File: config.mk
export PLATFORM = sky130hd
export DESIGN_NAME = bubble_plot_ctrl
export DESIGN_NICKNAME = d
export VERILOG_FILES = /design/src/rtl/bubble_plot_ctrl.sv
export SDC_FILE = /design/constraint.sdc
export NUM_CORES = 1
export LEC_CHECK = 0
export ABC_AREA = 0
export ABC_CLOCK_PERIOD_IN_PS = 5000
export CORE_MARGIN = 1.5
export CORE_UTILIZATION = 45
export CTS_BUF_LIST = sky130_fd_sc_hd__clkbuf_8
export CTS_CLUSTER_SIZE = 20
export DETAILED_ROUTE_END_ITERATION = 12
export PLACE_DENSITY = 0.75
export SETUP_SLACK_MARGIN = 0.02
export SYNTH_ARGS = -nofsm -noshare
export SYNTH_HDL_FRONTEND = slang
export SYNTH_SLANG_ARGS = --single-unit
export TNS_END_PERCENT = 50
File: constraint.sdc
create_clock -name CLOCK_50 -period 5 [get_ports CLOCK_50]
set_clock_uncertainty 0.2 [all_clocks]
set_input_delay 1.25 -clock CLOCK_50 [delete_from_list [all_inputs] [get_ports CLOCK_50]]
set_output_delay 1.25 -clock CLOCK_50 [all_outputs]
set_load 0.02 [all_outputs]
File: src/rtl/bubble_plot_ctrl.sv
// Draws 4x4 bubble sprites for each enabled bubble, one pixel per clock, into a VGA adapter.
// Optional macro BUBBLE_CLIP_EN suppresses the write strobe for pixels beyond 159x119.
module bubble_plot_ctrl #(
  parameter logic [2:0] BUB_COLOUR = 3'b111,
  parameter logic [2:0] BG_COLOUR  = 3'b001
) (
  input  logic        CLOCK_50,
  input  logic        resetn,
  input  logic        start,
  input  logic        erase,
  input  logic [6:0]  mask,
  input  logic [55:0] bx_flat,
  input  logic [48:0] by_flat,
  output logic [7:0]  vga_x,
  output logic [6:0]  vga_y,
  output logic [2:0]  vga_colour,
  output logic        vga_plot,
  output logic        busy,
  output logic        done
);

  localparam logic [1:0] S_IDLE = 2'd0;
  localparam logic [1:0] S_SCAN = 2'd1;
  localparam logic [1:0] S_DRAW = 2'd2;
  localparam logic [1:0] S_DONE = 2'd3;

  logic [1:0]  r_state;
  logic [2:0]  r_idx;
  logic [1:0]  r_dx;
  logic [1:0]  r_dy;
  logic        r_erase;
  logic [6:0]  r_mask;
  logic [55:0] r_bx;
  logic [48:0] r_by;

  logic        w_found;
  logic [2:0]  w_next_idx;
  logic [7:0]  w_cur_x;
  logic [6:0]  w_cur_y;
  logic [8:0]  w_sum_x;
  logic [7:0]  w_sum_y;
  logic        w_draw;
  logic        w_visible;

  // Lowest enabled bubble at or above the current index.
  always_comb begin
    w_found    = 1'b0;
    w_next_idx = '0;
    for (int unsigned i = 0; i < 7; i++) begin
      if (!w_found && r_mask[i] && (3'(i) >= r_idx)) begin
        w_found    = 1'b1;
        w_next_idx = 3'(i);
      end
    end
  end

  always_comb begin
    w_cur_x = '0;
    w_cur_y = '0;
    for (int unsigned i = 0; i < 7; i++) begin
      if (r_idx == 3'(i)) begin
        w_cur_x = r_bx[8*i +: 8];
        w_cur_y = r_by[7*i +: 7];
      end
    end
  end

  assign w_sum_x = {1'b0, w_cur_x} + {7'b0, r_dx};
  assign w_sum_y = {1'b0, w_cur_y} + {6'b0, r_dy};
  assign w_draw  = (r_state == S_DRAW);

`ifdef BUBBLE_CLIP_EN
  assign w_visible = (w_sum_x <= 9'd159) && (w_sum_y <= 8'd119);
`else
  assign w_visible = 1'b1;
`endif

  assign vga_plot   = w_draw && w_visible;
  assign vga_x      = w_draw ? w_sum_x[7:0] : '0;
  assign vga_y      = w_draw ? w_sum_y[6:0] : '0;
  assign vga_colour = w_draw ? (r_erase ? BG_COLOUR : BUB_COLOUR) : '0;
  assign busy       = (r_state != S_IDLE);
  assign done       = (r_state == S_DONE);

  always_ff @(posedge CLOCK_50 or negedge resetn) begin
    if (!resetn) begin
      r_state <= S_IDLE;
      r_idx   <= '0;
      r_dx    <= '0;
      r_dy    <= '0;
      r_erase <= 1'b0;
      r_mask  <= '0;
      r_bx    <= '0;
      r_by    <= '0;
    end else begin
      case (r_state)
        S_IDLE: begin
          if (start) begin
            r_erase <= erase;
            r_mask  <= mask;
            r_bx    <= bx_flat;
            r_by    <= by_flat;
            r_idx   <= '0;
            r_state <= S_SCAN;
          end
        end
        S_SCAN: begin
          if (w_found) begin
            r_idx   <= w_next_idx;
            r_dx    <= '0;
            r_dy    <= '0;
            r_state <= S_DRAW;
          end else begin
            r_state <= S_DONE;
          end
        end
        S_DRAW: begin
          r_dx <= r_dx + 2'd1;
          if (r_dx == 2'd3) begin
            r_dy <= r_dy + 2'd1;
            if (r_dy == 2'd3) begin
              r_idx   <= r_idx + 3'd1;
              r_state <= S_SCAN;
            end
          end
        end
        default: r_state <= S_IDLE;
      endcase
    end
  end

endmodule

==> flow_metrics.env <==
export IMPL_postCtsHoldBufs=0
export IMPL_io_buffer_count=136
export IMPL_clk_insertion_delay_late_ns=0.45
export IMPL_multi_input_area_mm2=0.00322
export IMPL_cpPeakStageDelay_ns=0.41
export IMPL_fp_dieH_um=123
export IMPL_final_setup_viol_count=0
export IMPL_row_count=43
export IMPL_dieArea_mm2=0.0152
export IMPL_synth_distinct_cells=65
export IMPL_drt_wirelength_per_cell_um=18.7
export IMPL_timing_setup_tns_ns=0
export IMPL_synthDominantCellAreaShare_pct=47.0
export IMPL_yosysTopAreaCell="dfrtp_1"
export IMPL_avgSynthCellArea_um2=11.3
export IMPL_end_kind="output pin"
export IMPL_ys_seq_elements=122
export IMPL_cp_common_cell="a21oi_1"
export IMPL_clock_sinks=122
export IMPL_diodes=0
export IMPL_grt_pass1_wl_mm=26.4
export IMPL_n_fill_cell=1133
export IMPL_drc=0
export IMPL_hold_viol_final=0
export IMPL_grt_max_degree=68
export IMPL_tightest_slew_ns=0.752
export IMPL_antenna_found_initial=0
export IMPL_worstPathArrival_ns=3.38
export IMPL_drv_cap=0
export IMPL_register_area_mm2=0.00306
export IMPL_ir_drop_v=0.000333
export IMPL_grt_use_total_pct=23.3
export IMPL_io_pins=137
export IMPL_whs_ns=0.305
export IMPL_synth_seq_area_share_pct=47.0
export IMPL_r2r_start="r_idx[0]"
export IMPL_drt_iter0_drc=432
export IMPL_vias_per_cell=5.66
export IMPL_yosysMostFrequentCell="dfrtp_1"
export IMPL_start_kind="flop"
export IMPL_areaGrowthSynthToFinish_pct=34.0
export IMPL_slowest_stage="dfrtp_2"
export IMPL_worstSetupPathType="reg2out"
export IMPL_worst_path_max_fanout=7
export IMPL_synthTopCellsByCount="dfrtp_1 (122), mux2_2 (114), nand2_1 (47)"
export IMPL_min_path_type="reg2reg"
export IMPL_htree_levels=4
export IMPL_gp_congestion=0.964
export IMPL_crit_chain="inv_2, ha_2, inv_2, buf_4, nor2_1, a311oi_1, a21oi_1, o21ai_0, ha_1, a21oi_1, a21oi_1, and3_1, nor3_2, clkdlybuf4s15_1"
export IMPL_final_min_clock_period_ns=4.83
export IMPL_cts_buffer_depth=2
export IMPL_overflow=0
export IMPL_report_final_slew_viol_count=0
export IMPL_p_leak_nw=3.65
export IMPL_vias=5164
export IMPL_die_x_um=123
export IMPL_ys_warn_count=0
export IMPL_cts_root_buf="clkbuf_8"
export IMPL_powerDensity_mw_per_mm2=658
export IMPL_start_util_pct=46.4
export IMPL_grt_pass1_vias=5145
export IMPL_dr_pass1_iters=6
export IMPL_synth_area_leaders="dfrtp_1 (47%), mux2_2 (20%), nand2_1 (2.7%)"
export IMPL_syn_inst=576
export IMPL_cts_tree="built"
export IMPL_ant_nets=0
export IMPL_clk_pin_slew_ns=0.07
export IMPL_crit_start="r_idx[0]"
export IMPL_synthFlopType="dfrtp_1"
export IMPL_clock_fmax_mhz=207
export IMPL_cts_buffers=17
export IMPL_wirelength_mm=17.1
export IMPL_syn_area_mm2=0.00649
export IMPL_async_flop_share_pct=100
export IMPL_synth_edff_count=0
export IMPL_synth_nets=708
export IMPL_crit_required_ns=3.55
export IMPL_min_from="r_by[45]"
export IMPL_drive_gt1_share_pct=29.2
export IMPL_dp_hpwl_mm=12.4
export IMPL_core_area_mm2=0.0140
export IMPL_layout_nets=853
export IMPL_fin_crit_sh_pct=96.5
export IMPL_slew_headroom_pct=49.9
export IMPL_outcome="complete, no violations"
registers in the layout, summed over array words and instances, names as in the netlist:
| register | count |
|---|---|
| r_bx | 56 |
| r_by | 49 |
| r_mask | 7 |
| r_idx | 3 |
| r_dx | 2 |
| r_dy | 2 |
| r_state | 2 |
| r_erase | 1 |
logic make-up (layout without fill, tap and decap cells):
group                      after synthesis  after routing  share of synthesized area [%]
adders and majority gates               16             16                           3.32
and+or+nand+nor                        142            142                           11.2
buffers and inverters                   56            213                           4.47
muxes                                  116            116                           20.1
AOI/OAI and AO/OA                      118            118                           13.1
DFF                                    122            122                           47.0
xor gates and xnor gates                 6              6                          0.810
path summary, 6_finish.rpt:
kind	to	slack, ns	cells after the start
max	vga_x[5]	0.17	14
min	r_by[45]	0.31	1
max reg2reg	r_dy[0]	2.10	10
min reg2reg	r_by[45]	0.31	1
max in group asynchronous	r_idx[1]	3.09	2
min in group asynchronous	r_by[13]	0.65	1
stage by stage:
step	utilization (%)	setup slack [ns]	cell area [um2]	cells	total power, mW
floorplan	-	0.0425	6520	576	3.71
global placement	57.9	0.0874	8100	876	4.44
detailed placement	57.9	-0.0419	8100	876	4.53
CTS	61.6	0.0255	8610	907	5.65
global route	62.2	-0.00226	8700	913	6.06
finish	62.2	0.174	8700	913	5.72
cell usage in the layout, fill, tap and decap left out, types with 3 or more instances in the layout:
| cell | instances |
|---|---|
| a221oi_1 | 4 |
| xnor2_1 | 6 |
| buf_12 | 4 |
| a211oi_1 | 4 |
| and2_1 | 5 |
| a31oi_1 | 10 |
| o21ai_0 | 16 |
| clkdlybuf4s50_1 | 125 |
| or3_1 | 3 |
| dlygate4sd2_1 | 5 |
| buf_4 | 27 |
| a311oi_1 | 4 |
| bufinv_16 | 6 |
| dfrtp_1 | 120 |
| nand2_1 | 46 |
| and3_1 | 5 |
| a21oi_2 | 4 |
| o21a_1 | 11 |
| nor2_1 | 23 |
| nor2b_1 | 4 |
| a21o_1 | 3 |
| clkinv_4 | 4 |
| o21ai_1 | 6 |
| a21oi_1 | 21 |
| clkbuf_8 | 18 |
| nand3_1 | 28 |
| o211ai_1 | 5 |
| mux2_2 | 114 |
| inv_2 | 3 |
| ha_1 | 11 |
| and3b_1 | 5 |
| nor3_1 | 5 |
| inv_1 | 12 |
report_power, final:
part | internal [mW] | leakage (nW) | total (mW) | switching (mW)
sequential | 1.48 | 1.45 | 1.84 | 0.352
clock | 0.660 | 0.240 | 1.07 | 0.414
combinational | 1.39 | 1.96 | 2.81 | 1.42
final cells by class:
cell class | instances | area share (%)
Sequential cell | 122 | 35.1
Clock inverter | 13 | 2.76
Clock buffer | 18 | 2.85
Timing Repair Buffer | 167 | 19.0
Inverter | 15 | 0.647
Multi-Input combinational cell | 398 | 37.0
Tap cell | 180 | 2.59
repair_timing:
action | 4_1_cts | 5_1_grt
endpoints found under the setup margin | 10 | 10
pin swaps | 1 | 3
buffers inserted | 0 | 5
hold endpoints to repair | 0 | 0
cloned | 0 | 1
resized for setup | 23 | 17
worst max-delay path: cells and delay by family (launching register included):
kind | cells | cell delay, ns
compound gates | 5 | 0.87
fa+ha+maj | 2 | 0.50
buf+inv | 4 | 0.70
flops | 1 | 0.41
simple gates | 3 | 0.46
metal layers:
layer / wire length (um) / share of wire, % / vias up / global-route usage, %
li1: - / - / 2370 / -
met5: 0 / 0 / - / 0
met1: 7340 / 43 / 2542 / 30.7
met3: 1050 / 6.1 / 31 / 5.12
met4: 282 / 1.6 / 0 / 6.97
met2: 8430 / 49 / 221 / 38.5
Note: power is estimated with default switching activity, not from simulation.
